**src/rtl/rf_wb_arbiter.sv**
```systemverilog
// rf_wb_arbiter: shares the register-file write port between the single-cycle
// path (A) and the long-latency path (B). A has priority, and an aging counter
// bounds how long B can be starved. The write port is registered.
// Optional pending-result scoreboard with hazard flags: define RF_WB_SCOREBOARD_EN.
module rf_wb_arbiter #(
    parameter int STARVE_LIMIT = 4,
    parameter int XLEN = 32
) (
    input  logic            clk,
    input  logic            rst_n,
    input  logic            a_valid,
    output logic            a_ready,
    input  logic [4:0]      a_rd,
    input  logic [XLEN-1:0] a_data,
    input  logic            b_valid,
    output logic            b_ready,
    input  logic [4:0]      b_rd,
    input  logic [XLEN-1:0] b_data,
    output logic            rf_wren,
    output logic [4:0]      rf_addr,
    output logic [XLEN-1:0] rf_data,
    input  logic            alloc_valid,
    input  logic [4:0]      alloc_rd,
    input  logic [4:0]      rs1_addr,
    input  logic [4:0]      rs2_addr,
    output logic            hazard_rs1,
    output logic            hazard_rs2,
    output logic            hazard_rd
);
    logic [3:0]      starve_cnt;
    logic            b_win;
    logic            fire;
    logic [4:0]      win_rd;
    logic [XLEN-1:0] win_data;

    // Same-cycle grant: A wins unless B is alone or has waited out the limit
    always_comb begin
        b_win    = b_valid && (!a_valid || starve_cnt >= 4'(STARVE_LIMIT));
        a_ready  = rst_n && a_valid && !b_win;
        b_ready  = rst_n && b_win;
        fire     = a_ready || b_ready;
        win_rd   = b_win ? b_rd : a_rd;
        win_data = b_win ? b_data : a_data;
    end

    // Registered write port; an accepted x0 write is consumed but never written
    always_ff @(posedge clk or negedge rst_n) begin
        if (!rst_n) begin
            rf_wren <= 1'b0;
            rf_addr <= '0;
            rf_data <= '0;
        end else begin
            rf_wren <= fire && win_rd != 5'd0;
            if (fire && win_rd != 5'd0) begin
                rf_addr <= win_rd;
                rf_data <= win_data;
            end
        end
    end

    // Age B while A keeps it blocked; saturate at 15 and clear once B stops waiting
    always_ff @(posedge clk or negedge rst_n) begin
        if (!rst_n)
            starve_cnt <= '0;
        else
            starve_cnt <= (b_valid && !b_win) ? (starve_cnt == 4'hf ? starve_cnt : starve_cnt + 4'd1) : 4'd0;
    end

`ifdef RF_WB_SCOREBOARD_EN
    logic [31:0] pending;
    logic [31:0] set_mask;
    logic [31:0] clr_mask;

    // A new allocation outranks the completing older result for the same rd
    always_comb begin
        set_mask = (alloc_valid && alloc_rd != 5'd0) ? (32'd1 << alloc_rd) : 32'd0;
        clr_mask = b_ready ? (32'd1 << b_rd) : 32'd0;
    end

    // Pending bits for registers awaiting a B-path result; bit 0 never sets
    always_ff @(posedge clk or negedge rst_n) begin
        if (!rst_n)
            pending <= '0;
        else
            pending <= (pending & ~clr_mask) | set_mask;
    end

    assign hazard_rs1 = pending[rs1_addr];
    assign hazard_rs2 = pending[rs2_addr];
    assign hazard_rd  = pending[alloc_rd];
`else
    logic unused_sb;
    assign unused_sb  = ^{alloc_valid, alloc_rd, rs1_addr, rs2_addr};
    assign hazard_rs1 = 1'b0;
    assign hazard_rs2 = 1'b0;
    assign hazard_rd  = 1'b0;
`endif
endmodule

```
**config.mk**
```make
export PLATFORM = sky130hd
export DESIGN_NAME = rf_wb_arbiter
export DESIGN_NICKNAME = d
export VERILOG_FILES = /design/src/rtl/rf_wb_arbiter.sv
export SDC_FILE = /design/constraint.sdc
export NUM_CORES = 1
export LEC_CHECK = 0
export ABC_AREA = 1
export BUFFER_PORTS_ARGS = -buffer_cell sky130_fd_sc_hd__buf_4
export CAP_MARGIN = 20
export CORE_ASPECT_RATIO = 0.6
export CORE_MARGIN = 2
export CORE_UTILIZATION = 30
export DETAILED_ROUTE_END_ITERATION = 8
export PLACE_DENSITY = 0.66
export SETUP_SLACK_MARGIN = 0.2
export SLEW_MARGIN = 40
export SYNTH_ARGS = -nofsm -noshare
export SYNTH_HDL_FRONTEND = slang
export SYNTH_SLANG_ARGS = --single-unit
```
**constraint.sdc**
```tcl
create_clock -name clk -period 4.15 [get_ports clk]
set_input_delay 0.83 -clock clk [delete_from_list [all_inputs] [get_ports clk]]
set_output_delay 0.83 -clock clk [all_outputs]
set_load 0.03 [all_outputs]
```
==> results of run 1 <==
==> final timing paths <==
path	slack, ns	end	cells past startpoint	startpoint
setup / recovery	1.18	b_ready	5	a_valid
hold / removal	0.44	starve_cnt[0]	1	starve_cnt[0]
setup reg to reg	1.55	rf_data[5]	10	starve_cnt[2]
hold reg to reg	0.44	starve_cnt[0]	1	starve_cnt[0]
max in group asynchronous	3.22	rf_data[19]	1	rst_n
min in group asynchronous	0.55	rf_addr[1]	1	rst_n
==> sequential cells by signal (all words and copies together) (netlist names) <==
signal      cells
rf_addr         5
rf_data        32
rf_wren         1
starve_cnt      4
==> worst max-delay path: stages <==
cell     delay (ns)
buf_4          0.13
nand2_4        0.34
nand2_4        0.38
nor2_1         0.25
buf_4          0.19
==> kinds of logic (layout without fill, tap and decap cells) <==
kind of cell,Yosys count,in the layout,synth area share
buffers and inverters,40,141,0.0863
flip-flops,42,42,0.459
AND/OR/NAND/NOR,236,236,0.440
AO/OA/AOI/OAI,2,2,0.00710
adder cells (fa/ha/maj),1,1,0.00546
other,1,4,0.00164
==> layout make-up <==
class | instances | share of cell area
Clock buffer | 7 | 0.0397
Inverter | 16 | 0.0180
Multi-Input combinational cell | 243 | 0.317
Sequential cell | 42 | 0.315
Tap cell | 104 | 0.0390
Timing Repair Buffer | 118 | 0.271
==> cells in the mapped netlist <==
cell type,instances
dfrtp_1,42
o21bai_2,1
nor2_2,2
nand3b_1,2
or2_2,1
nand2_2,1
buf_1,1
nand2_1,150
buf_6,4
ha_1,1
buf_4,3
o21ai_1,1
buf_2,5
nor2_1,6
clkbuf_1,11
conb_1,1
inv_2,2
nand2_4,2
inv_1,14
nand3_1,72
==> per-stage QoR <==
stage | std cells | instance area, um^2 | power [mW] | hold WS (ns) | util
floorplan | 325 | 2300 | 0.796 | 0.410 | -
global placement | 522 | 3180 | 0.996 | 0.421 | 0.434
CTS | 530 | 3340 | 1.37 | 0.449 | 0.456
global route | 530 | 3340 | 1.44 | 0.468 | 0.456
detailed placement | 523 | 3210 | 1.01 | 0.441 | 0.438
finish | 530 | 3340 | 1.36 | 0.438 | 0.456
==> layer usage <==
metal  GRT usage  up-vias  wire, um
li1            -     1213         -
met1       0.220     1121      3270
met4      0.0235        0        29
met2       0.276       77      3000
met3      0.0491        4       541
met5           0        -         0
==> power by group through the flow <==
stage	clock network, mW	registers (mW)	logic (mW)
after floorplan	0	0.654	0.142
after global placement	0	0.520	0.476
after detailed placement	0	0.521	0.486
after CTS	0.372	0.516	0.487
after global routing	0.389	0.524	0.525
final	0.360	0.515	0.482
==> flow_summary.ini, run 1 <==
[floorplan]
core-area_um2 = 7330
die_x_um = 117
num_rows = 24
dieArea_um2 = 8370
start_util = 0.313
fp.dieH_um = 71.7
io_pins = 137

[yosys]
synth-seq-area-share = 0.459
ys_ff_latch = 42
synth_cell_types = 20
synth_warnings = 0
synth_top_area_share = 0.459
synthTopCellsByArea = dfrtp_1 (46%), nand2_1 (25%), nand3_1 (16%)
syn_area_um2 = 2290
netlist_instances = 322
yosys.area.top_type = dfrtp_1
avgSynthCellArea_um2 = 7.11

[route]
via_per_inst = 4.56
drc = 0
antenna_left = 0
wl_per_cell_um = 12.9
totalWireLength_um = 6840
drtIter0Drc = 106
drt_pass1_iterations = 4
vias = 2415

[finish]
final_nets = 521
fillCellCount = 777
areaGrowthSynthToFinish_pct = 45.8
final_cell_mix = nand2_1 (150), buf_4 (117), nand3_1 (72)
antennaDiodeCount = 0
seq_area_um2 = 1050
multi_input_area_um2 = 1060
layout-drive-gt1-share = 0.310
mostFrequentLayoutCell = nand2_1

[run]
drv_cap = 0

[sta]
fin_crit_sh = 0.717
fin_crit_ns = 2.97
tightest_slew_ns = 0.694
setup_tns_ns = 0
fmax_mhz = 336
setup_slack_ns = 1.18
grt_setup_unrepaired = false
finalSetupViolCount = 0
maxSlewViolCount = 0
max_slew_margin = 0.536
finalClockSkew_ns = 0.00312
hold_viol = 0

[clock_network]
clk_pin_slew_ns = 0.06
htreeDepth = 2
cts-hold-fix-buffers = 0
clk-insertion-delay-late_ns = 0.27
cts_buffer_depth = 2
cts_tree = built
clock_sinks = 42
numCtsBuffers = 5
post_cts_resized = 0
postCtsSetupBuffers = 0
root_buffer = clkbuf_16

[worst_setup_path]
cp-end-kind = output pin
start_kind = input port
critPathKind = input port to output pin
cp_max_fo = 40
cp_data_arrival_time_ns = 2.14
cp.required_ns = 3.32

[power_and_ir_drop]
power_leakage_nw = 1.95
netSwitchingFraction = 0.349
pwr-share-seq = 0.380
p_int_uw = 884
power_frac_comb = 0.355
p_per_area_nw_per_um2 = 406
clkPwrFrac = 0.265
switchingPower_uw = 473
irDropWorstVdd_mv = 0.153

[place]
dpl_worst_slack_ns = 1.10
io_buffers = 117
gp_congestion = 0.734
dp_hpwl_um = 4710

[grt]
grt.overflow.total = 0
antenna_found_initial = 0
grt_pass1_wl_um = 11000
grt_max_degree = 44
grt_util_all_layers = 0.166
grt_pass1_vias = 2387

[worst_hold_path]
hold_path_class = flop to flop

[run_status]
status = complete, no violations
(Power assumes the default switching activity.)
==> run 2: changes to the inputs <==
- PLACE_DENSITY: 0.66 -> 0.68
- clock period: 4.15 -> 2.7 ns (I/O delays scaled with it)
==> flow_summary.ini, run 2 (synthesis gave the netlist of run 1 again) <==
[run_status]
status = complete, no violations

[clock_network]
numCtsBuffers = 5
post_cts_resized = 0
clk-insertion-delay-late_ns = 0.28
htreeDepth = 2
root_buffer = clkbuf_16
cts_buffer_depth = 2
cts_tree = built
clock_sinks = 42
cts-hold-fix-buffers = 0
postCtsSetupBuffers = 0
clk_pin_slew_ns = 0.06

[finish]
final_nets = 525
mostFrequentLayoutCell = nand2_1
final_cell_mix = nand2_1 (150), buf_4 (121), nand3_1 (72)
reg_top3 = rf_data: 32 flops, rf_addr: 5 flops, starve_cnt: 4 flops
final_cell_count_no_fill = 533
layout-drive-gt1-share = 0.319
largest_register = rf_data
antennaDiodeCount = 0
areaGrowthSynthToFinish_pct = 47.1
largest_reg_flops = 32

[grt]
grt_pass1_wl_um = 10800
grt_util_all_layers = 0.167
grt_pass1_vias = 2274
grt.overflow.total = 0
antenna_found_initial = 0
grt_max_degree = 43

[floorplan]
start_util = 0.313
core-area_um2 = 7330
num_rows = 24
dieArea_um2 = 8370
die_x_um = 117
io_pins = 137
fp.dieH_um = 71.7

[sta]
fin_crit_sh = 0.850
fin_crit_ns = 2.30
finalSetupViolCount = 0
grt_setup_unrepaired = false
tightest_slew_ns = 0.708
finalClockSkew_ns = 0.00463
hold_viol = 0
max_slew_margin = 0.526
maxSlewViolCount = 0
setup_tns_ns = 0
fmax_mhz = 435

[power_and_ir_drop]
power_mw = 2.12
power_leakage_nw = 1.97
p_per_area_nw_per_um2 = 628
irDropWorstVdd_mv = 0.233

[route]
vias = 2430
via_per_inst = 4.56
drtIter0Drc = 153
wl_per_cell_um = 13.2
antenna_left = 0
drt_pass1_iterations = 5
totalWireLength_um = 7010
drc = 0

[worst_setup_path]
cp-end-kind = flop
cp.required_ns = 2.86
cp_max_fo = 35
start_kind = flop
critPathKind = flop to flop
cp_data_arrival_time_ns = 2.46

[place]
gp_congestion = 0.765
dp_hpwl_um = 5030
dp.cells = 527
io_buffers = 117

[run]
drv_cap = 0

[worst_hold_path]
hold_path_class = input port to async pin
-- run 2: area by class of cell --
class | instances | area (um^2)
fill | 777 | 3960
multi-input combinational | 243 | 1060
sequential | 42 | 1050
timing repair buffer | 122 | 928
clock buffer | 6 | 139
tap | 104 | 130
inverter | 16 | 60.1
-- run 2: layer usage --
metal  wire length [um]  vias up  GRT usage
li1                   -     1219          -
met1               3370     1105      0.230
met2               2940      101      0.263
met3                662        5     0.0516
met4                 38        0     0.0340
met5                  0        -          0
-- run 2: worst paths after layout --
path / depth (start not counted) / slack [ns] / end / from
max: 10 / 0.40 / rf_data[25] / starve_cnt[2]
min: 2 / 0.39 / starve_cnt[0] / rst_n
max reg2reg: 10 / 0.40 / rf_data[25] / starve_cnt[2]
min reg2reg: 1 / 0.44 / starve_cnt[0] / starve_cnt[0]
max in group asynchronous: 2 / 1.93 / rf_data[17] / rst_n
min in group clk: 1 / 0.44 / starve_cnt[0] / starve_cnt[0]
-- run 2: power by group --
part	internal, mW	leakage [nW]	switching, mW	total, mW
combinational	0.289	1.37	0.457	0.746
clock	0.357	0.0688	0.219	0.577
sequential	0.734	0.526	0.0587	0.793
total	1.38	1.97	0.736	2.12
-- run 2: critical path, stage by stage, from the launching register on --
cell and delay (ns):
dfrtp_1 0.37, nor2_2 0.17, nand2_4 0.18, nand2_4 0.27, nand2_1 0.08, o21ai_1 0.13
nand2_1 0.14, inv_1 0.09, nand2_2 0.42, nand3_1 0.24, nand2_1 0.08
-- run 2: per-stage QoR --
stage	hold WS [ns]	setup slack [ns]	util	instance area (um^2)
final	0.391	0.404	0.460	3370
after global routing	0.438	0.236	0.460	3370
after CTS	0.411	0.411	0.460	3370
after detailed placement	0.434	0.249	0.441	3230
after global placement	0.421	0.329	0.441	3230
after floorplan	0.244	0.713	-	2300
